**src/rtl/rnea_fwd_sched_pkg.sv**
```systemverilog
// Shared definitions for the RNEA forward-pass scheduler: state encoding,
// link-index width and the default base-frame gravity term.
package rnea_fwd_sched_pkg;

  localparam int LINK_W = 3;

  // 9.81 in Q16.16, the base-frame linear Z acceleration fed to link 1
  localparam logic signed [31:0] GRAV_DEFAULT = 32'sh0009CE80;

  // Number of spatial-vector components (AX, AY, AZ, LX, LY, LZ)
  localparam int NUM_COMP = 6;

  typedef enum logic [2:0] {
    ST_IDLE = 3'd0,
    ST_S1   = 3'd1,
    ST_S2   = 3'd2,
    ST_S3   = 3'd3,
    ST_DONE = 3'd4
  } fsm_state_t;

  typedef logic [LINK_W-1:0] link_t;

endpackage

```
**src/rtl/rnea_fwd_sched.sv**
```systemverilog
// RNEA forward-pass scheduler. Walks links 1..NUM_LINKS through three
// datapath stages each, forwards joint data, feeds parent velocity and
// acceleration, and emits one force write per link.
// Optional feature: define RNEA_FWD_VA_WR_EN to add a velocity/acceleration
// write port strobed alongside the force write.
module rnea_fwd_sched
  import rnea_fwd_sched_pkg::*;
#(
  parameter int WIDTH        = 32,
  parameter int DECIMAL_BITS = 16,
  parameter int NUM_LINKS    = 7,
  parameter logic signed [WIDTH-1:0] GRAV = GRAV_DEFAULT
)(
  input  logic                    clk,
  input  logic                    rst_n,
  input  logic                    start,
  output logic                    busy,
  output logic                    done,
  output logic [2:0]              jnt_link,
  input  logic signed [WIDTH-1:0] sinq_in,
  input  logic signed [WIDTH-1:0] cosq_in,
  input  logic signed [WIDTH-1:0] qd_in,
  input  logic signed [WIDTH-1:0] qdd_in,
  output logic                    s1_bool,
  output logic                    s2_bool,
  output logic                    s3_bool,
  output logic [2:0]              link_out,
  output logic signed [WIDTH-1:0] sinq_out,
  output logic signed [WIDTH-1:0] cosq_out,
  output logic signed [WIDTH-1:0] qd_out,
  output logic signed [WIDTH-1:0] qdd_out,
  output logic signed [WIDTH-1:0] v_prev_AX,
  output logic signed [WIDTH-1:0] v_prev_AY,
  output logic signed [WIDTH-1:0] v_prev_AZ,
  output logic signed [WIDTH-1:0] v_prev_LX,
  output logic signed [WIDTH-1:0] v_prev_LY,
  output logic signed [WIDTH-1:0] v_prev_LZ,
  output logic signed [WIDTH-1:0] a_prev_AX,
  output logic signed [WIDTH-1:0] a_prev_AY,
  output logic signed [WIDTH-1:0] a_prev_AZ,
  output logic signed [WIDTH-1:0] a_prev_LX,
  output logic signed [WIDTH-1:0] a_prev_LY,
  output logic signed [WIDTH-1:0] a_prev_LZ,
  input  logic signed [WIDTH-1:0] v_curr_AX,
  input  logic signed [WIDTH-1:0] v_curr_AY,
  input  logic signed [WIDTH-1:0] v_curr_AZ,
  input  logic signed [WIDTH-1:0] v_curr_LX,
  input  logic signed [WIDTH-1:0] v_curr_LY,
  input  logic signed [WIDTH-1:0] v_curr_LZ,
  input  logic signed [WIDTH-1:0] a_curr_AX,
  input  logic signed [WIDTH-1:0] a_curr_AY,
  input  logic signed [WIDTH-1:0] a_curr_AZ,
  input  logic signed [WIDTH-1:0] a_curr_LX,
  input  logic signed [WIDTH-1:0] a_curr_LY,
  input  logic signed [WIDTH-1:0] a_curr_LZ,
  input  logic signed [WIDTH-1:0] f_curr_AX,
  input  logic signed [WIDTH-1:0] f_curr_AY,
  input  logic signed [WIDTH-1:0] f_curr_AZ,
  input  logic signed [WIDTH-1:0] f_curr_LX,
  input  logic signed [WIDTH-1:0] f_curr_LY,
  input  logic signed [WIDTH-1:0] f_curr_LZ,
`ifdef RNEA_FWD_VA_WR_EN
  output logic                    va_wr_en,
  output logic [2:0]              va_wr_link,
  output logic signed [WIDTH-1:0] va_wr_v_AX,
  output logic signed [WIDTH-1:0] va_wr_v_AY,
  output logic signed [WIDTH-1:0] va_wr_v_AZ,
  output logic signed [WIDTH-1:0] va_wr_v_LX,
  output logic signed [WIDTH-1:0] va_wr_v_LY,
  output logic signed [WIDTH-1:0] va_wr_v_LZ,
  output logic signed [WIDTH-1:0] va_wr_a_AX,
  output logic signed [WIDTH-1:0] va_wr_a_AY,
  output logic signed [WIDTH-1:0] va_wr_a_AZ,
  output logic signed [WIDTH-1:0] va_wr_a_LX,
  output logic signed [WIDTH-1:0] va_wr_a_LY,
  output logic signed [WIDTH-1:0] va_wr_a_LZ,
`endif
  output logic                    f_wr_en,
  output logic [2:0]              f_wr_link,
  output logic signed [WIDTH-1:0] f_wr_AX,
  output logic signed [WIDTH-1:0] f_wr_AY,
  output logic signed [WIDTH-1:0] f_wr_AZ,
  output logic signed [WIDTH-1:0] f_wr_LX,
  output logic signed [WIDTH-1:0] f_wr_LY,
  output logic signed [WIDTH-1:0] f_wr_LZ
);

  // Reject configurations the 3-bit link index or the Q format cannot hold
  if ((NUM_LINKS < 1) || (NUM_LINKS > 7) ||
      (DECIMAL_BITS < 0) || (DECIMAL_BITS >= WIDTH)) begin : g_bad_cfg
    $error("rnea_fwd_sched: unsupported NUM_LINKS or DECIMAL_BITS");
  end

  fsm_state_t state;
  link_t      link;
  link_t      f_link_q;
  logic       f_wr_en_q;

  // Component index 0..5 maps to AX, AY, AZ, LX, LY, LZ
  logic [NUM_COMP-1:0][WIDTH-1:0] v_vec, a_vec, f_vec;
  logic [NUM_COMP-1:0][WIDTH-1:0] v_q, a_q, f_q;
  logic [NUM_COMP-1:0][WIDTH-1:0] v_prev_vec, a_prev_vec;

  logic last_link;
  logic link_gt1;

  assign v_vec = {v_curr_LZ, v_curr_LY, v_curr_LX, v_curr_AZ, v_curr_AY, v_curr_AX};
  assign a_vec = {a_curr_LZ, a_curr_LY, a_curr_LX, a_curr_AZ, a_curr_AY, a_curr_AX};
  assign f_vec = {f_curr_LZ, f_curr_LY, f_curr_LX, f_curr_AZ, f_curr_AY, f_curr_AX};

  assign last_link = (link == link_t'(NUM_LINKS));
  assign link_gt1  = (link > link_t'(1));

  // Sequencer: stage strobes, busy and done are registered with the state
  always_ff @(posedge clk or negedge rst_n) begin
    if (!rst_n) begin
      state   <= ST_IDLE;
      link    <= '0;
      busy    <= 1'b0;
      done    <= 1'b0;
      s1_bool <= 1'b0;
      s2_bool <= 1'b0;
      s3_bool <= 1'b0;
    end else begin
      done    <= 1'b0;
      s1_bool <= 1'b0;
      s2_bool <= 1'b0;
      s3_bool <= 1'b0;
      case (state)
        ST_IDLE: begin
          if (start) begin
            state   <= ST_S1;
            link    <= link_t'(1);
            busy    <= 1'b1;
            s1_bool <= 1'b1;
          end
        end
        ST_S1: begin
          state   <= ST_S2;
          s2_bool <= 1'b1;
        end
        ST_S2: begin
          state   <= ST_S3;
          s3_bool <= 1'b1;
        end
        ST_S3: begin
          if (last_link) begin
            state <= ST_DONE;
            done  <= 1'b1;
          end else begin
            state   <= ST_S1;
            link    <= link + link_t'(1);
            s1_bool <= 1'b1;
          end
        end
        ST_DONE: begin
          state <= ST_IDLE;
          link  <= '0;
          busy  <= 1'b0;
        end
        default: begin
          state <= ST_IDLE;
          link  <= '0;
          busy  <= 1'b0;
        end
      endcase
    end
  end

  // Capture datapath results at the end of S3 and raise the write strobe
  always_ff @(posedge clk or negedge rst_n) begin
    if (!rst_n) begin
      v_q       <= '0;
      a_q       <= '0;
      f_q       <= '0;
      f_link_q  <= '0;
      f_wr_en_q <= 1'b0;
    end else begin
      f_wr_en_q <= (state == ST_S3);
      if (state == ST_S3) begin
        v_q      <= v_vec;
        a_q      <= a_vec;
        f_q      <= f_vec;
        f_link_q <= link;
      end
    end
  end

  // Link 1 sees the base frame at rest under gravity; later links see the parent
  always_comb begin
    v_prev_vec = '0;
    a_prev_vec = '0;
    if (link_gt1) begin
      v_prev_vec = v_q;
      a_prev_vec = a_q;
    end else begin
      a_prev_vec[5] = GRAV;
    end
  end

  assign jnt_link = link;
  assign link_out = link;

  assign sinq_out = s1_bool ? sinq_in : '0;
  assign cosq_out = s1_bool ? cosq_in : '0;
  assign qd_out   = s1_bool ? qd_in   : '0;
  assign qdd_out  = s1_bool ? qdd_in  : '0;

  assign v_prev_AX = v_prev_vec[0];
  assign v_prev_AY = v_prev_vec[1];
  assign v_prev_AZ = v_prev_vec[2];
  assign v_prev_LX = v_prev_vec[3];
  assign v_prev_LY = v_prev_vec[4];
  assign v_prev_LZ = v_prev_vec[5];
  assign a_prev_AX = a_prev_vec[0];
  assign a_prev_AY = a_prev_vec[1];
  assign a_prev_AZ = a_prev_vec[2];
  assign a_prev_LX = a_prev_vec[3];
  assign a_prev_LY = a_prev_vec[4];
  assign a_prev_LZ = a_prev_vec[5];

  assign f_wr_en   = f_wr_en_q;
  assign f_wr_link = f_link_q;
  assign f_wr_AX   = f_q[0];
  assign f_wr_AY   = f_q[1];
  assign f_wr_AZ   = f_q[2];
  assign f_wr_LX   = f_q[3];
  assign f_wr_LY   = f_q[4];
  assign f_wr_LZ   = f_q[5];

`ifdef RNEA_FWD_VA_WR_EN
  assign va_wr_en   = f_wr_en_q;
  assign va_wr_link = f_link_q;
  assign va_wr_v_AX = v_q[0];
  assign va_wr_v_AY = v_q[1];
  assign va_wr_v_AZ = v_q[2];
  assign va_wr_v_LX = v_q[3];
  assign va_wr_v_LY = v_q[4];
  assign va_wr_v_LZ = v_q[5];
  assign va_wr_a_AX = a_q[0];
  assign va_wr_a_AY = a_q[1];
  assign va_wr_a_AZ = a_q[2];
  assign va_wr_a_LX = a_q[3];
  assign va_wr_a_LY = a_q[4];
  assign va_wr_a_LZ = a_q[5];
`endif

endmodule

```
**config.mk**
```make
export PLATFORM = sky130hd
export DESIGN_NAME = rnea_fwd_sched
export DESIGN_NICKNAME = d
export VERILOG_FILES = /design/src/rtl/rnea_fwd_sched_pkg.sv /design/src/rtl/rnea_fwd_sched.sv
export SDC_FILE = /design/constraint.sdc
export NUM_CORES = 1
export LEC_CHECK = 0
export BUFFER_PORTS_ARGS = -buffer_cell sky130_fd_sc_hd__buf_4
export CORE_AREA = 2 2 550 552
export CTS_CLUSTER_DIAMETER = 80
export DETAILED_ROUTE_END_ITERATION = 10
export DIE_AREA = 0 0 552 554
export GPL_TIMING_DRIVEN = 0
export HOLD_SLACK_MARGIN = 0.08
export SYNTH_ARGS = -nofsm -noshare
export SYNTH_HDL_FRONTEND = slang
export SYNTH_SLANG_ARGS = --single-unit
```
**constraint.sdc**
```tcl
create_clock -name clk -period 1.65 [get_ports clk]
set_input_delay 0.0825 -clock clk [delete_from_list [all_inputs] [get_ports clk]]
set_output_delay 0.0825 -clock clk [all_outputs]
set_load 0.02 [all_outputs]
```
==> summary.md <==
For the maximum frequency from static timing analysis, the log shows 339 MHz. Counting every sink on the clock net gives 591. The first global-routing pass estimated 287 mm of wire.

The signed area change from the synthesized netlist to the final layout was 119%; the number of setup violations in the final report was 1101. VDD sags by at most 1390 uV. STA puts the critical path data required time at 1.57 ns. The kind of end point of the critical path was a primary output.

In the post-synthesis netlist, the biggest area contributors are sky130_fd_sc_hd__dfrtp_1 (52%), sky130_fd_sc_hd__mux2_4 (30%), sky130_fd_sc_hd__nor2b_1 (6.4%). The initial antenna violation count was 65. The total nets after synthesis was 2550.

The cell leakage power was 29.4 nW; the wire length after detailed routing was 224 mm. The initial utilization of the core area, before any placement, comes to 9.51%. Across the routed clock network, the largest skew measured is 0.121 ns. The clock transition time at the flip-flop clock pins of the worst setup and hold paths is 0.07 ns, and the ratio of cells with drive above 1 in the final layout is 59.5%.

The number of clock buffers inserted by TritonCTS is 84, and the power per cell area is 2310 nW/um^2. Dividing the detail-routed wire length by the instance count gives 26.3 microns. The logs give 8512 for the final cell count without fillers and 0 for the max-capacitance violation count. The first detailed-routing pass took 5 iterations. In the post-synthesis netlist, the cell with the most instances is sky130_fd_sc_hd__dfrtp_1. The floorplan step defined a die boundary enclosing 306000 sq um. The run finished, with violations left.

The clock tree buffer depth was 4; the proportion of synthesized chip area in sequential cells was 52.0%. Dividing the final minimum period by the clock period gives 179%. By count the netlist is led by sky130_fd_sc_hd__dfrtp_1 (591), sky130_fd_sc_hd__mux2_4 (565), sky130_fd_sc_hd__nor2b_1 (291), sky130_fd_sc_hd__and2_1 (130), sky130_fd_sc_hd__and2b_1 (86). At the worst endpoint, the arrival time is 2.86 ns.

The clock network accounts for 12.9% of the total power. The post-synthesis average cell area is 15.5 sq um. Setup repair after global routing could not meet its margin everywhere. In this run the cell area of the synthesized design comes to 28400 sq um. The largest area contributor in the netlist was sky130_fd_sc_hd__dfrtp_1.

The tools report the buffer cell driving the clock tree root as sky130_fd_sc_hd__clkbuf_16. TritonCTS built the clock tree. The routed design could run at a clock period as short as 2.95 ns. At the pin with the least slew margin, the transition time is 0.948 ns. The cell-internal power is 0.0816 W. The final worst setup slack is -1.30 ns.

The synthesized design contains 591 register bits. The share of total power consumed by net switching works out to 43.4%. The detailed-placement wirelength estimate was 185 mm; the largest driver fanout on the critical path was 10. The number of flops mapped to enable cells by yosys was 0; the worst-case hold slack was -0.746 ns. CTS built an H-tree with a depth of 3. The synthesized design devotes to its leading area cell type 52.0% of total area.

The final antenna-violating net count is 1, and the setup slack after placement is -1.64 ns. Setup total negative slack on the finished layout was measured at -650.76 ns. The number of top-level pins was 1426.

The site row count is 201. Dividing the detail-routed via count by the number of cells gives 3.09. The logs give 299000 sq um for the core area and 29300 for the number of global-route vias before repair. The checks that failed: antenna violations, negative hold slack, negative setup slack.

The tightest slew margin relative to the limit is 36.6%, and the sequential power share is 19.6%. For the Yosys warning count, the log shows 0. The worst setup path is launched from a flop. The number of vias in the routed layout is 26300, and the total chip power is 0.144 W. Of all flip-flops after synthesis, the portion carrying an async set or reset was 100%. For this design the total switching power over the nets is 0.0625 W. The net count of the finished layout is 5168, and the horizontal extent of the die is 552 microns. At the later pin of the worst-skew pair, clock insertion delay measures 0.82 ns.

The commonest register cell after synthesis was sky130_fd_sc_hd__dfrtp_1. In this run the vertical extent of the chip is 554 microns. The logs give 14.1% for the total routing resource utilization after global routing and 0 for the final max-slew violation count.

Combinational logic is responsible for 67.5% of the overall power. After the first detailed-routing iteration, the DRC count stood at 1147. The maximum number of pins on one net before global-route repair was 111; the total count of hold-check failures in the final report was 226. The run gives 0.976 as the final weighted congestion in routability-driven placement.

The worst min-delay path class is in -> async. The critical path in this run is classified as reg -> out. Including well taps, the total number of placed cells is 7229. The detailed-route DRC error count is 0, and the quantity of I/O buffers inserted on ports is 1425. The run gives 1840 as the cell count after synthesis. Summed over all layers, the global routing overflow is 0. The tools report the number of library cell types mapped by synthesis as 29.
critical path, stage by stage (launching register included):
cell and delay, ns:
sky130_fd_sc_hd__dfrtp_2 0.45, sky130_fd_sc_hd__ha_4 0.17, sky130_fd_sc_hd__o21ba_4 0.22, sky130_fd_sc_hd__nor2_4 0.04, sky130_fd_sc_hd__buf_12 0.15, sky130_fd_sc_hd__buf_4 0.15
sky130_fd_sc_hd__buf_16 0.16, sky130_fd_sc_hd__buf_12 0.16, sky130_fd_sc_hd__and2b_2 0.33, sky130_fd_sc_hd__buf_4 0.18
state kept, by name, indices dropped and copies added (netlist names):
signal     cells
f_wr_AY       32
s2_bool        1
done           1
state          3
s3_bool        1
s1_bool        1
f_wr_LZ       32
f_wr_LX       32
f_wr_LY       32
v_q          192
f_wr_en        1
f_wr_AZ       32
f_wr_link      3
a_q          192
f_wr_AX       32
jnt_link       3
busy           1
power by group through the flow:
stage | combinational (W) | clock (W) | sequential (W)
floorplan | 0.0404 | 0 | 0.0284
global placement | 0.0801 | 0 | 0.0277
detailed placement | 0.0808 | 0 | 0.0279
CTS | 0.0928 | 0.0192 | 0.0279
global route | 0.102 | 0.0197 | 0.0290
finish | 0.0973 | 0.0186 | 0.0282
metrics by stage:
step | area (sq um) | utilization [%] | hold WS (ns)
after detailed placement | 44800 | 15.0 | 0.175
after global placement | 44600 | 14.9 | 0.315
after global routing | 62300 | 20.8 | -0.690
after CTS | 60400 | 20.2 | -0.770
after floorplan | 28900 | - | -0.213
final | 62300 | 20.8 | -0.746
area by class of cell:
cell class | instances | area (sq um)
repair buffers | 2532 | 23500
fillers | 31800 | 237000
flip-flops and latches | 591 | 14800
well taps | 3958 | 4950
clock buffers | 110 | 2300
inverters | 2 | 7.51
plain buffers | 125 | 2320
multi-input cells | 1122 | 13900
diodes | 36 | 90.1
clock inverters | 36 | 429
logic make-up after synthesis:
group | count (synthesis) | synth area share (%)
mux | 579 | 30.4
flops | 591 | 52.0
simple gates | 533 | 12.1
buf+inv | 127 | 5.23
fa+ha+maj | 3 | 0.132
compound gates | 7 | 0.172
cell usage in the layout, fill, tap and decap left out, types with 4 or more instances in the layout:
cell,instances
sky130_fd_sc_hd__clkbuf_8,15
sky130_fd_sc_hd__nor2b_1,35
sky130_fd_sc_hd__clkbuf_16,114
sky130_fd_sc_hd__inv_8,4
sky130_fd_sc_hd__and2_4,11
sky130_fd_sc_hd__clkbuf_1,24
sky130_fd_sc_hd__buf_12,116
sky130_fd_sc_hd__buf_8,23
sky130_fd_sc_hd__diode_2,36
sky130_fd_sc_hd__and2_1,119
sky130_fd_sc_hd__mux2_4,565
sky130_fd_sc_hd__and2b_2,78
sky130_fd_sc_hd__nor2b_2,67
sky130_fd_sc_hd__mux2_2,13
sky130_fd_sc_hd__nor2b_4,189
sky130_fd_sc_hd__nor2_1,6
sky130_fd_sc_hd__dlygate4sd3_1,1031
sky130_fd_sc_hd__clkinv_2,11
sky130_fd_sc_hd__and2b_1,7
sky130_fd_sc_hd__dfrtp_1,588
sky130_fd_sc_hd__bufinv_16,6
sky130_fd_sc_hd__buf_4,1191
sky130_fd_sc_hd__inv_6,8
sky130_fd_sc_hd__buf_6,241
sky130_fd_sc_hd__buf_16,11
sky130_fd_sc_hd__or2_4,8
per-layer routing:
layer	GRT usage (%)	routed length (microns)	vias up	part of all wire (%)
li1	-	-	11500	-
met1	14.7	81100	13200	36
met2	24.1	109000	1310	48
met3	5.65	21100	330	9.4
met4	7.51	13200	14	5.9
met5	0	80	-	0.036
what timing repair did:
action | in CTS | in global routing
pin swaps | 2 | 2
setup endpoints to repair | 1118 | 1200
endpoints found under the hold margin | 869 | 197
gates cloned | 13 | 6
setup buffers | 39 | 15
gates resized for setup | 491 | 410
hold buffers | 1029 | 2
path summary, 6_finish.rpt:
kind                       slack (ns)                     start                  endpoint  cells after the start
max                             -1.30   jnt_link[0]$_DFFE_PN0P_             v_prev_AZ[14]                      9
min                             -0.75                     rst_n       v_q[52]$_DFFE_PN0N_                      1
max reg2reg                     -0.43   jnt_link[0]$_DFFE_PN0P_         s1_bool$_DFF_PN0_                      7
min reg2reg                      0.50  f_wr_link[1]$_DFFE_PN0N_  f_wr_link[1]$_DFFE_PN0N_                      2
max in group asynchronous        0.03                     rst_n   f_wr_LX[18]$_DFFE_PN0N_                      4
min in group clk                 0.15              f_curr_LX[2]    f_wr_LX[2]$_DFFE_PN0N_                      3
(Power assumes the default switching activity.)
